## config.mk

```make
export PLATFORM = sky130hd
export DESIGN_NAME = pipe_stage_skid
export DESIGN_NICKNAME = d
export VERILOG_FILES = /design/src/rtl/pipe_pkg.sv /design/src/rtl/pipe_stage_skid.sv
export SDC_FILE = /design/constraint.sdc
export NUM_CORES = 1
export LEC_CHECK = 0
export CAP_MARGIN = 10
export CORE_MARGIN = 1.5
export CORE_UTILIZATION = 45
export DETAILED_ROUTE_END_ITERATION = 10
export PLACE_DENSITY_LB_ADDON = 0.12
export SKIP_CTS_REPAIR_TIMING = 1
export SYNTH_ARGS = -nofsm -noshare
export SYNTH_HDL_FRONTEND = slang
export SYNTH_SLANG_ARGS = --single-unit
```

## constraint.sdc

```tcl
create_clock -name clk -period 7.4 [get_ports clk]
set_clock_uncertainty 0.2 [all_clocks]
set_input_delay 1.48 -clock clk [delete_from_list [all_inputs] [get_ports clk]]
set_output_delay 1.48 -clock clk [all_outputs]
set_load 0.05 [all_outputs]
```

## src/rtl/pipe_pkg.sv

```systemverilog
// ============================================================================
//  Module      : pipe_pkg
//  Description : Shared widths, field offsets and packed layouts for the
//                EX/MEM inter-stage payload carried by pipe_stage_skid.
//  Revision    : 1.0  initial release
// ============================================================================
`default_nettype none

package pipe_pkg;

   localparam int EX_MEM_CTRL_W = 7;
   localparam int EX_MEM_DATA_W = 102;

   // Control-field bit positions (MSB first: MemtoReg[1:0],Jump,Branch,MemRead,MemWrite,RegWrite)
   localparam int CTRL_REGWRITE     = 0;
   localparam int CTRL_MEMWRITE     = 1;
   localparam int CTRL_MEMREAD      = 2;
   localparam int CTRL_BRANCH       = 3;
   localparam int CTRL_JUMP         = 4;
   localparam int CTRL_MEMTOREG_LSB = 5;
   localparam int CTRL_MEMTOREG_MSB = 6;

   // Data-field offsets (MSB first: PC_beq, alu_result, ReadData2, zero, WriteReg)
   localparam int DATA_WORD_W       = 32;
   localparam int DATA_WRITEREG_LSB = 0;
   localparam int DATA_WRITEREG_W   = 5;
   localparam int DATA_ZERO_BIT     = 5;
   localparam int DATA_RD2_LSB      = 6;
   localparam int DATA_ALU_LSB      = 38;
   localparam int DATA_PCBEQ_LSB    = 70;

   typedef struct packed {
      logic [1:0] mem_to_reg;
      logic       jump;
      logic       branch;
      logic       mem_read;
      logic       mem_write;
      logic       reg_write;
   } ex_mem_ctrl_t;

   typedef struct packed {
      logic [31:0] pc_beq;
      logic [31:0] alu_result;
      logic [31:0] read_data2;
      logic        zero;
      logic [4:0]  write_reg;
   } ex_mem_data_t;

   function automatic ex_mem_ctrl_t unpack_ctrl(input logic [EX_MEM_CTRL_W-1:0] v);
      return ex_mem_ctrl_t'(v);
   endfunction

   function automatic ex_mem_data_t unpack_data(input logic [EX_MEM_DATA_W-1:0] v);
      return ex_mem_data_t'(v);
   endfunction

endpackage

`default_nettype wire

```

## src/rtl/pipe_stage_skid.sv

```systemverilog
// ============================================================================
//  Module      : pipe_stage_skid
//  Description : Inter-stage pipeline register with valid/ready handshake and
//                a one-entry skid buffer behind the output register. in_ready
//                is registered so upstream stall logic never sees out_ready
//                combinationally. Supports flush and bubble insertion.
//  Revision    : 1.0  initial release
// ============================================================================
`default_nettype none

module pipe_stage_skid
   import pipe_pkg::*;
#(
   parameter int CTRL_W   = EX_MEM_CTRL_W,
   parameter int DATA_W   = EX_MEM_DATA_W,
   parameter bit CLR_DATA = 1'b0
) (
   input  logic              clk,
   input  logic              reset,
   input  logic              flush,
   input  logic              in_valid,
   output logic              in_ready,
   input  logic [CTRL_W-1:0] in_ctrl,
   input  logic [DATA_W-1:0] in_data,
   output logic              out_valid,
   input  logic              out_ready,
   output logic [CTRL_W-1:0] out_ctrl,
   output logic [DATA_W-1:0] out_data,
   output logic [1:0]        occupancy
);

   logic              out_valid_q,  out_valid_d;
   logic [CTRL_W-1:0] out_ctrl_q,   out_ctrl_d;
   logic [DATA_W-1:0] out_data_q,   out_data_d;
   logic              skid_valid_q, skid_valid_d;
   logic [CTRL_W-1:0] skid_ctrl_q,  skid_ctrl_d;
   logic [DATA_W-1:0] skid_data_q,  skid_data_d;
   logic              in_ready_q,   in_ready_d;

   logic w_accept;
   logic w_drain;

   assign w_accept = in_valid & in_ready_q;
   assign w_drain  = out_valid_q & out_ready;

   // Next-state selection: flush, then refill of an empty/draining output, then skid capture.
   always_comb begin
      out_valid_d  = out_valid_q;
      out_ctrl_d   = out_ctrl_q;
      out_data_d   = out_data_q;
      skid_valid_d = skid_valid_q;
      skid_ctrl_d  = skid_ctrl_q;
      skid_data_d  = skid_data_q;

      if (flush) begin
         // The entry offered this cycle is dropped; both slots become bubbles.
         out_valid_d  = 1'b0;
         out_ctrl_d   = '0;
         skid_valid_d = 1'b0;
         skid_ctrl_d  = '0;
         if (CLR_DATA) begin
            out_data_d  = '0;
            skid_data_d = '0;
         end
      end else if (!out_valid_q || w_drain) begin
         if (skid_valid_q) begin
            // Older skid entry always leaves first to keep FIFO order.
            out_valid_d  = 1'b1;
            out_ctrl_d   = skid_ctrl_q;
            out_data_d   = skid_data_q;
            skid_valid_d = w_accept;
            if (w_accept) begin
               skid_ctrl_d = in_ctrl;
               skid_data_d = in_data;
            end
         end else if (w_accept) begin
            out_valid_d = 1'b1;
            out_ctrl_d  = in_ctrl;
            out_data_d  = in_data;
         end else begin
            // Bubble: control is zeroed so no stray RegWrite/MemWrite downstream.
            out_valid_d = 1'b0;
            out_ctrl_d  = '0;
         end
      end else if (w_accept) begin
         skid_valid_d = 1'b1;
         skid_ctrl_d  = in_ctrl;
         skid_data_d  = in_data;
      end

      in_ready_d = ~skid_valid_d;
   end

   // Output/skid registers and registered ready, cleared asynchronously.
   always_ff @(posedge clk or posedge reset) begin
      if (reset) begin
         out_valid_q  <= 1'b0;
         out_ctrl_q   <= '0;
         out_data_q   <= '0;
         skid_valid_q <= 1'b0;
         skid_ctrl_q  <= '0;
         skid_data_q  <= '0;
         in_ready_q   <= 1'b1;
      end else begin
         out_valid_q  <= out_valid_d;
         out_ctrl_q   <= out_ctrl_d;
         out_data_q   <= out_data_d;
         skid_valid_q <= skid_valid_d;
         skid_ctrl_q  <= skid_ctrl_d;
         skid_data_q  <= skid_data_d;
         in_ready_q   <= in_ready_d;
      end
   end

   assign in_ready  = in_ready_q;
   assign out_valid = out_valid_q;
   assign out_ctrl  = out_ctrl_q;
   assign out_data  = out_data_q;
   assign occupancy = {1'b0, out_valid_q} + {1'b0, skid_valid_q};

endmodule

`default_nettype wire

```

==> results of run 1 <==
[Yosys cell counts (all sizes together), types with 2 or more instances]
cell type    n  area [sq um]
mux2       306          3450
a22o         7          61.3
a211oi       2          20.0
a21o         2          15.0
nor2         2          7.51
o2bb2ai      6          52.6
clkbuf       3          11.3
buf         35           249
inv          2          7.51
mux2i        6          60.1
dfrtp      220          5510
a21oi        4          23.8
[cell usage in the layout (no fill, tap or decap)]
cell,instances
ha_1,1
a21oi_1,3
clkbuf_1,5
o2bb2ai_1,6
bufinv_16,4
nand4_1,1
a211oi_4,1
o31ai_1,1
nor2b_1,1
clkdlybuf4s50_1,226
inv_6,1
inv_1,1
dfrtp_4,1
mux2i_1,6
dfstp_2,1
clkbuf_16,25
clkbuf_8,5
clkinvlp_4,1
buf_4,8
clkinv_2,4
nor2_1,2
a21o_1,2
or3_1,1
nor3_4,1
a21oi_2,1
mux2_2,215
dfrtp_1,219
a211oi_1,1
nand2_1,1
mux2_1,91
a22o_1,7
nand2b_1,1
[final timing paths]
| check | start | endpoint | slack (ns) | depth (start not counted) |
|---|---|---|---|---|
| min | skid_data_q[7] | skid_data_q[7] | 0.28 | 1 |
| min in group asynchronous | reset | out_data[95] | 1.32 | 2 |
| max | skid_valid_q | occupancy[0] | 3.33 | 2 |
| max in group asynchronous | reset | skid_data_q[83] | 4.22 | 3 |
| max reg2reg | skid_valid_q | out_data[63] | 4.59 | 3 |
| min reg2reg | skid_data_q[7] | skid_data_q[7] | 0.28 | 1 |
[metrics by stage]
step	cell area, sq um	util
2_1_floorplan	9550	-
3_3_place_gp	12000	0.573
3_5_place_dp	12000	0.573
4_1_cts	12800	0.614
5_1_grt	12800	0.614
6_report	12800	0.614
[power groups by stage]
stage | Combinational, uW | Clock (uW) | Sequential [uW]
after CTS | 1180 | 1320 | 1660
after detailed placement | 1180 | 0 | 1670
after floorplan | 341 | 0 | 2070
after global routing | 1230 | 1370 | 1700
after global placement | 1150 | 0 | 1650
final | 1170 | 1280 | 1660
[cell type report]
cell class | instances | area (sq um)
Multi-Input combinational cell | 343 | 3760
Inverter | 2 | 11.3
Clock buffer | 35 | 713
Clock inverter | 9 | 149
Fill cell | 1599 | 8060
Timing Repair Buffer | 234 | 2320
Tap cell | 275 | 344
Sequential cell | 221 | 5540
[layer usage]
metal  track usage  vias to the layer above  share of wire
li1              -                     2635              -
met1         0.241                     2916           0.41
met2         0.331                      153           0.49
met3        0.0626                       30          0.082
met4        0.0396                        0          0.019
met5             0                        -              0
[kinds of logic (layout without fill, tap and decap cells)]
kind of cell	count (synthesis)	after routing	share of synthesized area
mux	312	312	0.367
compound gates	22	22	0.0189
buf+inv	40	280	0.0281
fa+ha+maj	1	1	0.00131
flops	221	221	0.580
simple gates	8	8	0.00485
[sequential cells by signal (all words and copies together) (netlist names)]
name / count
out_data: 102
skid_valid_q: 1
out_ctrl: 7
skid_ctrl_q: 7
skid_data_q: 102
in_ready: 1
out_valid: 1
==> flow_summary.ini, run 1 <==
[power_and_ir_drop]
finalPower_uw = 4100
p_clk_frac = 0.313
ir_drop_mv = 0.198
intPower_uw = 2810
seqPwrFrac = 0.403
leakagePower_uw = 0.00531
p_per_area_nw_per_um2 = 320
switching_share = 0.315
combPwrFrac = 0.284
p_sw_uw = 1290

[worst_setup_path]
cp.arrival_ns = 2.39
path_class = flip-flop to output pin
cp-start-kind = flip-flop
path_buf_inv = 1
cp_slowest_stage_delay_ns = 0.80
critPathTopFamily = buffers and inverters
slowest_stage = clkdlybuf4s50_1
critPathCaptureType = output pin
cp_max_fo = 37
crit_chain = ha_1, clkdlybuf4s50_1
crit_required_ns = 5.72

[grt]
antenna_found_initial = 0
grt_pass1_wl_um = 33900
track_usage = 0.194
grt_pass1_vias = 6353
grt_max_degree = 80
overflow = 0

[yosys]
mappedNetlistNets = 719
yosysUniqueCellTypes = 27
synth.avg_cell_area_sq_um = 15.8
async_reset_ff_frac = 1.00
synth_cells = 604
yosysSeqAreaShare = 0.580
synth_edf_count = 0
syn_area_sq_um = 9540
ys_warn_count = 0
ys_ff_latch = 221
synthFlopType = dfrtp_1

[floorplanning]
die_w_um = 149
die_area_sq_um = 22100
ios = 227
num_rows = 53
core_sq_um = 20900
die_y_um = 149
initial_core_util = 0.457

[sta]
drv_slew = 0
setup_ws_ns = 3.33
fin_crit_ns = 4.07
final_hold_viol_count = 0
grt_setup_unrepaired = no
maxClockFrequency_ghz = 0.246
slew_headroom = 0.202
worst_pin_slew_ns = 1.19
setup_viol = 0
holdWs_ns = 0.280
fin_tns_setup_ns = 0
period_share = 0.550

[detailed_routing]
dr.pass1.iters = 4
totalWireLength_um = 21000
vias_per_cell = 5.12
drtAntennaViolNets = 0
routedWlPerCell_um = 18.7
via_count = 5734
drc = 0
first_iter_violations = 195

[clock_network]
cts.clk_slew.worst_paths_ns = 0.06
clock-sinks = 221
cts.htree.levels = 1
ctsLongestPathBuffers = 3
cts_tree = done
clk_latency_ns = 0.52
cts_root_buffer = clkbuf_16
cts_made_buffers = 25

[finish]
antenna_cells = 0
fin_nets = 942
drive_gt1_frac = 0.318
syn_to_final_growth_pct = 34.5
stdcell_count = 1119

[place]
io_buffers = 226
dpl_worst_slack_ns = 3.41
dpl.hpwl_um = 13800
gp_congestion = 0.728
place_inst = 1075

[status]
outcome = finished clean

[min_path]
min_path_type = flip-flop to flip-flop

[run]
maxCapViolCount = 0
No activity file was read; power rests on OpenSTA's default activity.
==> run 2: changes to the inputs <==
- CORE_UTILIZATION: 45 -> 50
- clock period: 7.4 -> 3.88 ns (I/O delays scaled with it)
==> flow_summary.ini, run 2 (synthesis results as in run 1) <==
[finish]
drive_gt1_frac = 0.315
antenna_cells = 0
mostFrequentLayoutCells = 226 x clkdlybuf4s50_1, 219 x dfrtp_1, 215 x mux2_2
fin_nets = 943
fillCellCount = 1310
layout_commonest_cell = clkdlybuf4s50_1
stdcell_count = 1078
syn_to_final_growth_pct = 33.6

[sta]
fin_crit_ns = 3.15
period_share = 0.812
fin_tns_setup_ns = 0
grt_setup_unrepaired = no
holdWs_ns = 0.280
worst_pin_slew_ns = 0.883
setup_ws_ns = 0.731
maxClockFrequency_ghz = 0.318
setup_viol = 0
final_hold_viol_count = 0
slew_headroom = 0.411
drv_slew = 0

[min_path]
min_path_type = flip-flop to flip-flop
hp-start = skid_data_q[13]
whs_path_depth = 1
min_to = skid_data_q[13]

[worst_setup_path]
path_class = flip-flop to output pin
r2r_cells = 4
critPathCaptureType = output pin
r2r-end = out_data[100]
cp_max_fo = 16
r2r_slack_ns = 0.98
r2r-start = skid_valid_q
cp.arrival_ns = 2.17
crit_required_ns = 2.90
cp-start-kind = flip-flop

[power_and_ir_drop]
leakagePower_uw = 0.00528
p_clk_frac = 0.287
p_sw_uw = 2440
switching_share = 0.323
intPower_uw = 5110
ir_drop_mv = 0.347
p_per_area_nw_per_um2 = 592
combPwrFrac = 0.295
seqPwrFrac = 0.418

[place]
dpl.hpwl_um = 13600
io_buffers = 226
dpl_worst_slack_ns = 0.853
place_inst = 1035
gp_congestion = 0.739

[detailed_routing]
vias_per_cell = 5.33
routedWlPerCell_um = 19.0
totalWireLength_um = 20500
via_count = 5747
dr.pass1.iters = 4
drtAntennaViolNets = 0
first_iter_violations = 171
drc = 0

[clock_network]
cts.htree.levels = 1
clk_latency_ns = 0.50
cts_made_buffers = 24
cts.clk_slew.worst_paths_ns = 0.06
clock-sinks = 221
ctsLongestPathBuffers = 3
cts_tree = done
cts_root_buffer = clkbuf_16

[grt]
overflow = 0
grt_max_degree = 89
antenna_found_initial = 0
grt_pass1_wl_um = 33000
track_usage = 0.207
grt_pass1_vias = 6312

[run]
maxCapViolCount = 0

[floorplanning]
die_area_sq_um = 19900
ios = 227
die_w_um = 141
initial_core_util = 0.510
num_rows = 50
die_y_um = 141
core_sq_um = 18700

[status]
outcome = finished clean
## run 2: how the worst max path moves through the flow
stage / from / to / slack (ns) / cells after the start
after floorplan: reset / out_ctrl[0] / 0.02 / 1
after global placement: out_ready / skid_data_q[74] / 0.93 / 5
after detailed placement: flush / skid_ctrl_q[1] / 0.85 / 3
after CTS: skid_valid_q / occupancy[0] / 0.72 / 2
after global routing: skid_valid_q / occupancy[0] / 0.67 / 2
final: skid_valid_q / occupancy[0] / 0.73 / 2
## run 2: cell type report
class,instances,area [sq um],share of cell area
Sequential cell,221,5540,0.434
Clock buffer,38,734,0.0576
Inverter,2,11.3,0.000883
Tap cell,234,293,0.0230
Timing Repair Buffer,236,2400,0.188
Clock inverter,4,20.0,0.00157
Multi-Input combinational cell,343,3760,0.295
## run 2: metrics by stage
stage | util | power (uW) | cell area [sq um]
after detailed placement | 0.641 | 5440 | 12000
after CTS | 0.681 | 7630 | 12700
after floorplan | - | 4610 | 9550
after global placement | 0.641 | 5340 | 12000
after global routing | 0.682 | 7890 | 12700
final | 0.682 | 7550 | 12700
## run 2: power by group through the flow
stage / Combinational [uW] / Sequential [uW] / Clock (uW)
finish: 2230 / 3160 / 2160
global route: 2340 / 3230 / 2320
CTS: 2260 / 3160 / 2220
detailed placement: 2250 / 3190 / 0
global placement: 2190 / 3150 / 0
floorplan: 650 / 3960 / 0
## run 2: critical path, cell delays in order (launching register included)
cell and delay [ns]:
dfrtp_4 0.58, ha_1 0.31, clkdlybuf4s50_1 0.79
## run 2: per-layer routing
| metal | vias to the layer above | GRT usage | part of all wire |
|---|---|---|---|
| li1 | 2641 | - | - |
| met1 | 2938 | 0.262 | 0.42 |
| met2 | 147 | 0.354 | 0.50 |
| met3 | 21 | 0.0574 | 0.068 |
| met4 | 0 | 0.0499 | 0.015 |
| met5 | - | 0 | 0 |
